File: config.mk
export PLATFORM = sky130hd
export DESIGN_NAME = clock_divider_multi_flat
export DESIGN_NICKNAME = d
export VERILOG_FILES = /design/src/rtl/clock_divider_multi_if.sv /design/src/rtl/clock_divider_multi.sv /design/src/flat_wrapper.sv
export SDC_FILE = /design/constraint.sdc
export NUM_CORES = 1
export LEC_CHECK = 0
export CORE_MARGIN = 3
export CORE_UTILIZATION = 30
export DETAILED_ROUTE_END_ITERATION = 8
export PLACE_DENSITY = 0.53
export SLEW_MARGIN = 20
export SYNTH_ARGS = -nofsm -noshare
export SYNTH_HDL_FRONTEND = slang
export SYNTH_SLANG_ARGS = --single-unit
File: constraint.sdc
create_clock -name clk_in -period 8.76 [get_ports clk_in]
set_input_delay 0.876 -clock clk_in [delete_from_list [all_inputs] [get_ports clk_in]]
set_output_delay 0.876 -clock clk_in [all_outputs]
set_load 0.02 [all_outputs]
File: src/rtl/clock_divider_multi_if.sv
// Divisor configuration bus for clock_divider_multi.
// Request/ready handshake plus a registered reject pulse.
interface clock_divider_multi_if #(
    parameter int N_CH      = 4,
    parameter int DIV_WIDTH = 16
) ();
    localparam int CW = (N_CH > 1) ? $clog2(N_CH) : 1;

    logic                 cfg_valid;
    logic [CW-1:0]        cfg_ch;
    logic [DIV_WIDTH-1:0] cfg_div;
    logic                 cfg_ready;
    logic                 cfg_err;

    modport master (
        output cfg_valid,
        output cfg_ch,
        output cfg_div,
        input  cfg_ready,
        input  cfg_err
    );

    modport slave (
        input  cfg_valid,
        input  cfg_ch,
        input  cfg_div,
        output cfg_ready,
        output cfg_err
    );
endinterface

File: src/rtl/clock_divider_multi.sv
// N_CH independent clock dividers with glitch-free divisor updates.
// Pending divisors are applied only at a period boundary.
module clock_divider_multi #(
    parameter int N_CH        = 4,
    parameter int DIV_WIDTH   = 16,
    parameter int DEFAULT_DIV = 10
) (
    input  logic            clk_in,
    input  logic            reset,
    input  logic [N_CH-1:0] enable,
    input  logic            sync,
    clock_divider_multi_if.slave cfg,
    output logic [N_CH-1:0] clk_out,
    output logic [N_CH-1:0] tick
);
    localparam int CW = (N_CH > 1) ? $clog2(N_CH) : 1;

    typedef logic [DIV_WIDTH-1:0] div_t;

    localparam div_t DEF_DIV = div_t'(DEFAULT_DIV);
    localparam div_t ONE     = div_t'(1);
    localparam div_t TWO     = div_t'(2);

    div_t div_q  [N_CH];
    div_t div_n  [N_CH];
    div_t cnt_q  [N_CH];
    div_t cnt_n  [N_CH];
    div_t pdiv_q [N_CH];
    div_t pdiv_n [N_CH];

    logic [N_CH-1:0] pend_q;
    logic [N_CH-1:0] pend_n;
    logic [N_CH-1:0] clk_q;
    logic [N_CH-1:0] clk_n;
    logic [N_CH-1:0] tick_q;
    logic [N_CH-1:0] tick_n;
    logic [N_CH-1:0] sel;
    logic [N_CH-1:0] load;
    logic [N_CH-1:0] restart;

    logic ready;
    logic take;
    logic bad;
    logic err_q;

    // An out-of-range channel selects nothing, so it reads as ready.
    always_comb begin
        sel = '0;
        for (int i = 0; i < N_CH; i++) begin
            if (cfg.cfg_ch == CW'(i)) sel[i] = 1'b1;
        end
        ready = ~|(sel & pend_q);
        take  = cfg.cfg_valid && ready;
        bad   = take && (~|sel || cfg.cfg_div < TWO);
        load  = (take && !bad) ? sel : '0;
    end

    always_comb begin
        div_n   = div_q;
        cnt_n   = cnt_q;
        pdiv_n  = pdiv_q;
        pend_n  = pend_q;
        clk_n   = '0;
        tick_n  = '0;
        restart = '0;
        for (int i = 0; i < N_CH; i++) begin
            restart[i] = enable[i] &&
                         (sync || cnt_q[i] == div_q[i] - ONE);
            unique case (1'b1)
                !enable[i]: begin
                    if (pend_q[i]) begin
                        div_n[i]  = pdiv_q[i];
                        pend_n[i] = 1'b0;
                    end
                    cnt_n[i] = div_n[i] - ONE;
                end
                restart[i]: begin
                    if (pend_q[i]) begin
                        div_n[i]  = pdiv_q[i];
                        pend_n[i] = 1'b0;
                    end
                    cnt_n[i] = '0;
                end
                default: cnt_n[i] = cnt_q[i] + ONE;
            endcase
            if (enable[i]) begin
                tick_n[i] = (cnt_n[i] == '0);
                clk_n[i]  = cnt_n[i] <
                            (div_n[i] - (div_n[i] >> 1));
            end
            // Loading needs pend_q==0, so it never races an apply.
            if (load[i]) begin
                pdiv_n[i] = cfg.cfg_div;
                pend_n[i] = 1'b1;
            end
        end
    end

    always_ff @(posedge clk_in) begin
        if (reset) begin
            for (int i = 0; i < N_CH; i++) begin
                div_q[i]  <= DEF_DIV;
                cnt_q[i]  <= DEF_DIV - ONE;
                pdiv_q[i] <= DEF_DIV;
            end
            pend_q <= '0;
            clk_q  <= '0;
            tick_q <= '0;
            err_q  <= 1'b0;
        end else begin
            div_q  <= div_n;
            cnt_q  <= cnt_n;
            pdiv_q <= pdiv_n;
            pend_q <= pend_n;
            clk_q  <= clk_n;
            tick_q <= tick_n;
            err_q  <= bad;
        end
    end

    assign cfg.cfg_ready = ready;
    assign cfg.cfg_err   = err_q;
    assign clk_out       = clk_q;
    assign tick          = tick_q;
endmodule

File: src/flat_wrapper.sv
// flat-port wrapper written by rule: the top's interface ports become plain ports
module clock_divider_multi_flat 
#(
    parameter int N_CH        = 4,
    parameter int DIV_WIDTH   = 16,
    parameter int DEFAULT_DIV = 10
)
  (clk_in, reset, enable, sync, clk_out, tick, cfg_cfg_valid, cfg_cfg_ch, cfg_cfg_div, cfg_cfg_ready, cfg_cfg_err);
  clock_divider_multi_if #(.N_CH(N_CH), .DIV_WIDTH(DIV_WIDTH)) cfg_i ();
  input  logic clk_in;
  input  logic reset;
  input  logic [N_CH-1:0] enable;
  input  logic sync;
  output logic [N_CH-1:0] clk_out;
  output logic [N_CH-1:0] tick;
  input wire logic [$bits(cfg_i.cfg_valid)-1:0] cfg_cfg_valid;
  input wire logic [$bits(cfg_i.cfg_ch)-1:0] cfg_cfg_ch;
  input wire logic [$bits(cfg_i.cfg_div)-1:0] cfg_cfg_div;
  output wire logic [$bits(cfg_i.cfg_ready)-1:0] cfg_cfg_ready;
  output wire logic [$bits(cfg_i.cfg_err)-1:0] cfg_cfg_err;
  assign cfg_i.cfg_valid = cfg_cfg_valid;
  assign cfg_i.cfg_ch = cfg_cfg_ch;
  assign cfg_i.cfg_div = cfg_cfg_div;
  assign cfg_cfg_ready = cfg_i.cfg_ready;
  assign cfg_cfg_err = cfg_i.cfg_err;
  clock_divider_multi #(.N_CH(N_CH), .DIV_WIDTH(DIV_WIDTH), .DEFAULT_DIV(DEFAULT_DIV)) u_core (.clk_in(clk_in), .reset(reset), .enable(enable), .sync(sync), .cfg(cfg_i), .clk_out(clk_out), .tick(tick));
endmodule
==> impl_metrics.toml <==
[outcome]
status = "completed"

[final_layout]
area_delta_synth_final_pct = 11.12
fill_cells = 5748
diodes = 0
nNetsFinal = 2253
drive_above_1_share_pct = 5.924
stdcell_count = 2858
regArea_um2 = 4104
multi_input_comb_area_um2 = 12070

[worst_setup_path]
critPathCaptureType = "flip-flop"
critPathMaxFanout = 27
cpMostUsedCell = "o21ai_0"
ff2ff_path_depth = 30
crit_path_top_delay_cell = "or4b_2"
crit_arrival_ns = 7.93
critPathKind = "flip-flop to flip-flop"
crit_path_end = "u_core.clk_out[1]"
startpoint = "u_core.div_q[32]"
r2r-start = "u_core.div_q[32]"
cp-start-kind = "flip-flop"
required_ns = 9.24
regToRegEndpoint = "u_core.clk_out[1]"
max_stage_delay_ns = 0.63
worst-r2r-setup-slack_ns = 1.31

[timing]
max_freq_mhz = 134.3
fin_crit_sh_pct = 85.01
setup_tns_ns = 0
tightest_slew_ns = 1.046
period_minus_slack_ns = 7.447
rsz0062_at_grt = "no"
slew_headroom_pct = 30.10
setup_viol = 0
skew_ns = 0.01341
finalHoldViolCount = 0
finalMaxSlewViolations = 0

[detailed_routing]
antenna_left = 0
drt_iter0_drc = 768
drt_first_pass_iters = 5
routed_wl_um = 50410
vias_per_cell = 5.266
routedWlPerCell_um = 17.64
drcViolationCount = 0
num_vias = 15050

[yosys]
async_flop_share_pct = 0
syn_nets = 2278
ys_ff_latch = 205
seq_area_frac_synth_pct = 24.07
synthFlopType = "dfxtp_1"
synth.cell_area_um2 = 17050
synth.distinct_cells = 81
yosysWarnings = 0
synth_edf_count = 0
syn_inst = 2116
avgSynthCellArea_um2 = 8.058

[clock_network]
cts_tree = "done"
insertion_delay_ns = 0.55
clkTransAtPathRegs_ns = 0.06
cts_resized = 0
h-tree-depth = 1
numCtsBuffers = 27
cts.path.max_buffers = 3
cts.sinks = 205
cts_root_buf = "clkbuf_16"
hold_buffers = 0
cts_setup_buffers = 0

[global_route]
antenna_found_initial = 1
grt-ovfl-total = 0
grt_max_degree = 60
grt_pass1_wl_um = 79420
grt_pass1_vias = 14280
grt_usage_pct = 16.36

[floorplanning]
rows = 86
dieArea_um2 = 59730
die_y_um = 244.4
start_util_pct = 30.65
io_pins = 36
die_w_um = 244.4
core-area_um2 = 55630

[place]
dp.cells = 2808
gp_congestion = 0.8754
hpwl_um = 38740
io_buffers = 35

[min_path]
holdCritPathClass = "flip-flop to flip-flop"

[flow_run]
drv_cap = 0

[power]
p_leak_nw = 8.137
ir_drop_v = 0.0001319
power.density_nw_per_um2 = 136.4
synth_stat cells (17+ instances only):
cell type    n  area (µm²)
nor2_1     216       810.8
dfxtp_1    205        4104
mux2i_1    163        1632
ha_1       132        1652
xnor2_1    125        1095
inv_1      114       427.9
xor2_1     112       980.9
nand2_1    107       401.6
nor3_1      82       410.4
clkbuf_1    81       304.0
a21oi_1     76       380.4
o21ai_0     73       365.4
nand3_1     61       305.3
and2_1      57       356.6
o22ai_1     55       344.1
nand2b_1    34       212.7
a21o_1      31       232.7
nand4_1     31       193.9
nor4_1      26       162.7
nor2b_1     25       156.4
or2_2       23       143.9
a31oi_1     17       106.4
cells by family (layout without fill, tap and decap cells):
logic type               count (synthesis)  in the layout  synth area share, %
flip-flops                             205            205                24.07
adder cells (fa/ha/maj)                136            136                10.16
AND/OR/NAND/NOR                        763            763                23.16
AO/OA/AOI/OAI                          371            371                14.34
multiplexers                           180            180                10.92
buffers and inverters                  224            218                5.181
XOR/XNOR                               237            237                12.17
flip-flops by register name, indices dropped and copies added (netlist names):
| register | cells |
|---|---|
| u_core.cfg.cfg_err | 1 |
| u_core.clk_out | 4 |
| u_core.cnt_q | 64 |
| u_core.div_q | 64 |
| u_core.pdiv_q | 64 |
| u_core.pend_q | 4 |
| u_core.tick | 4 |
critical path, delay by kind of cell, from the launching register on:
family	cells	cell delay, ns
flops	1	0.38
buf+inv	4	0.78
fa+ha+maj	3	0.84
mux	1	0.51
xor+xnor	1	0.17
compound gates	15	2.81
simple gates	6	1.82
worst min path at each step:
stage,start,end,depth (start not counted)
after floorplan,u_core.pdiv_q[23],u_core.pdiv_q[23],2
after global placement,u_core.pdiv_q[23],u_core.pdiv_q[23],2
after detailed placement,u_core.pdiv_q[23],u_core.pdiv_q[23],2
after CTS,u_core.pdiv_q[23],u_core.pdiv_q[23],2
after global routing,u_core.pdiv_q[23],u_core.pdiv_q[23],2
final,u_core.pdiv_q[23],u_core.pdiv_q[23],2
through the flow:
step	setup WS [ns]	power, mW	cell area [µm²]	hold WS [ns]	util [%]
global route	0.5787	2.708	18950	0.5288	34.06
detailed placement	1.300	1.486	18030	0.4944	32.40
CTS	1.263	2.614	18920	0.5080	34.02
floorplan	1.929	1.345	17050	0.4576	-
finish	1.313	2.585	18950	0.4968	34.06
global placement	1.346	1.480	18030	0.4840	32.40
layout make-up:
type,instances,area share (%)
multi-input combinational,1687,63.69
sequential,205,21.66
tap,748,4.940
clock buffer,43,4.411
timing repair buffer,56,2.708
inverter,114,2.258
clock inverter,5,0.3302
routing by layer:
metal	share of wire, %	GRT usage [%]	vias to the layer above
met3	4.8	2.522	92
met2	44	25.84	381
li1	-	-	7470
met1	48	22.88	7105
met5	0.026	0	-
met4	3.1	4.944	2
cells in the final DEF, fill, tap and decap left out, types with 8 or more instances in the layout:
cell             count
nor3b_1             15
nor4b_1              8
nor2_1             216
mux2i_1            163
inv_1              113
mux2i_2             11
and2_1              57
a41oi_1              8
o31ai_1             12
xnor2_1            125
nand3b_1            14
a2111oi_0            8
a211oi_1             8
nor4_1              26
nor2b_1             25
nand3_1             61
ha_1               132
clkbuf_16           27
or4_1               11
or3_1               15
nand4_1             31
a31oi_1             17
xor2_1             112
a21o_1              31
nand2_1            107
nand2b_1            34
and3_1              15
o21a_1              16
a21oi_1             76
o21bai_1             8
clkbuf_8            10
nor3_1              82
or2_2               23
buf_4               20
o21ai_0             73
dfxtp_1            205
clkdlybuf4s50_1     34
o22ai_1             55
power breakdown:
group / internal, mW / leakage, nW / switching, mW
Sequential: 0.958 / 1.66 / 0.0350
Clock: 0.678 / 0.435 / 0.439
Combinational: 0.202 / 6.04 / 0.272
Total: 1.84 / 8.14 / 0.746
Power figures use the tool's default switching activity.
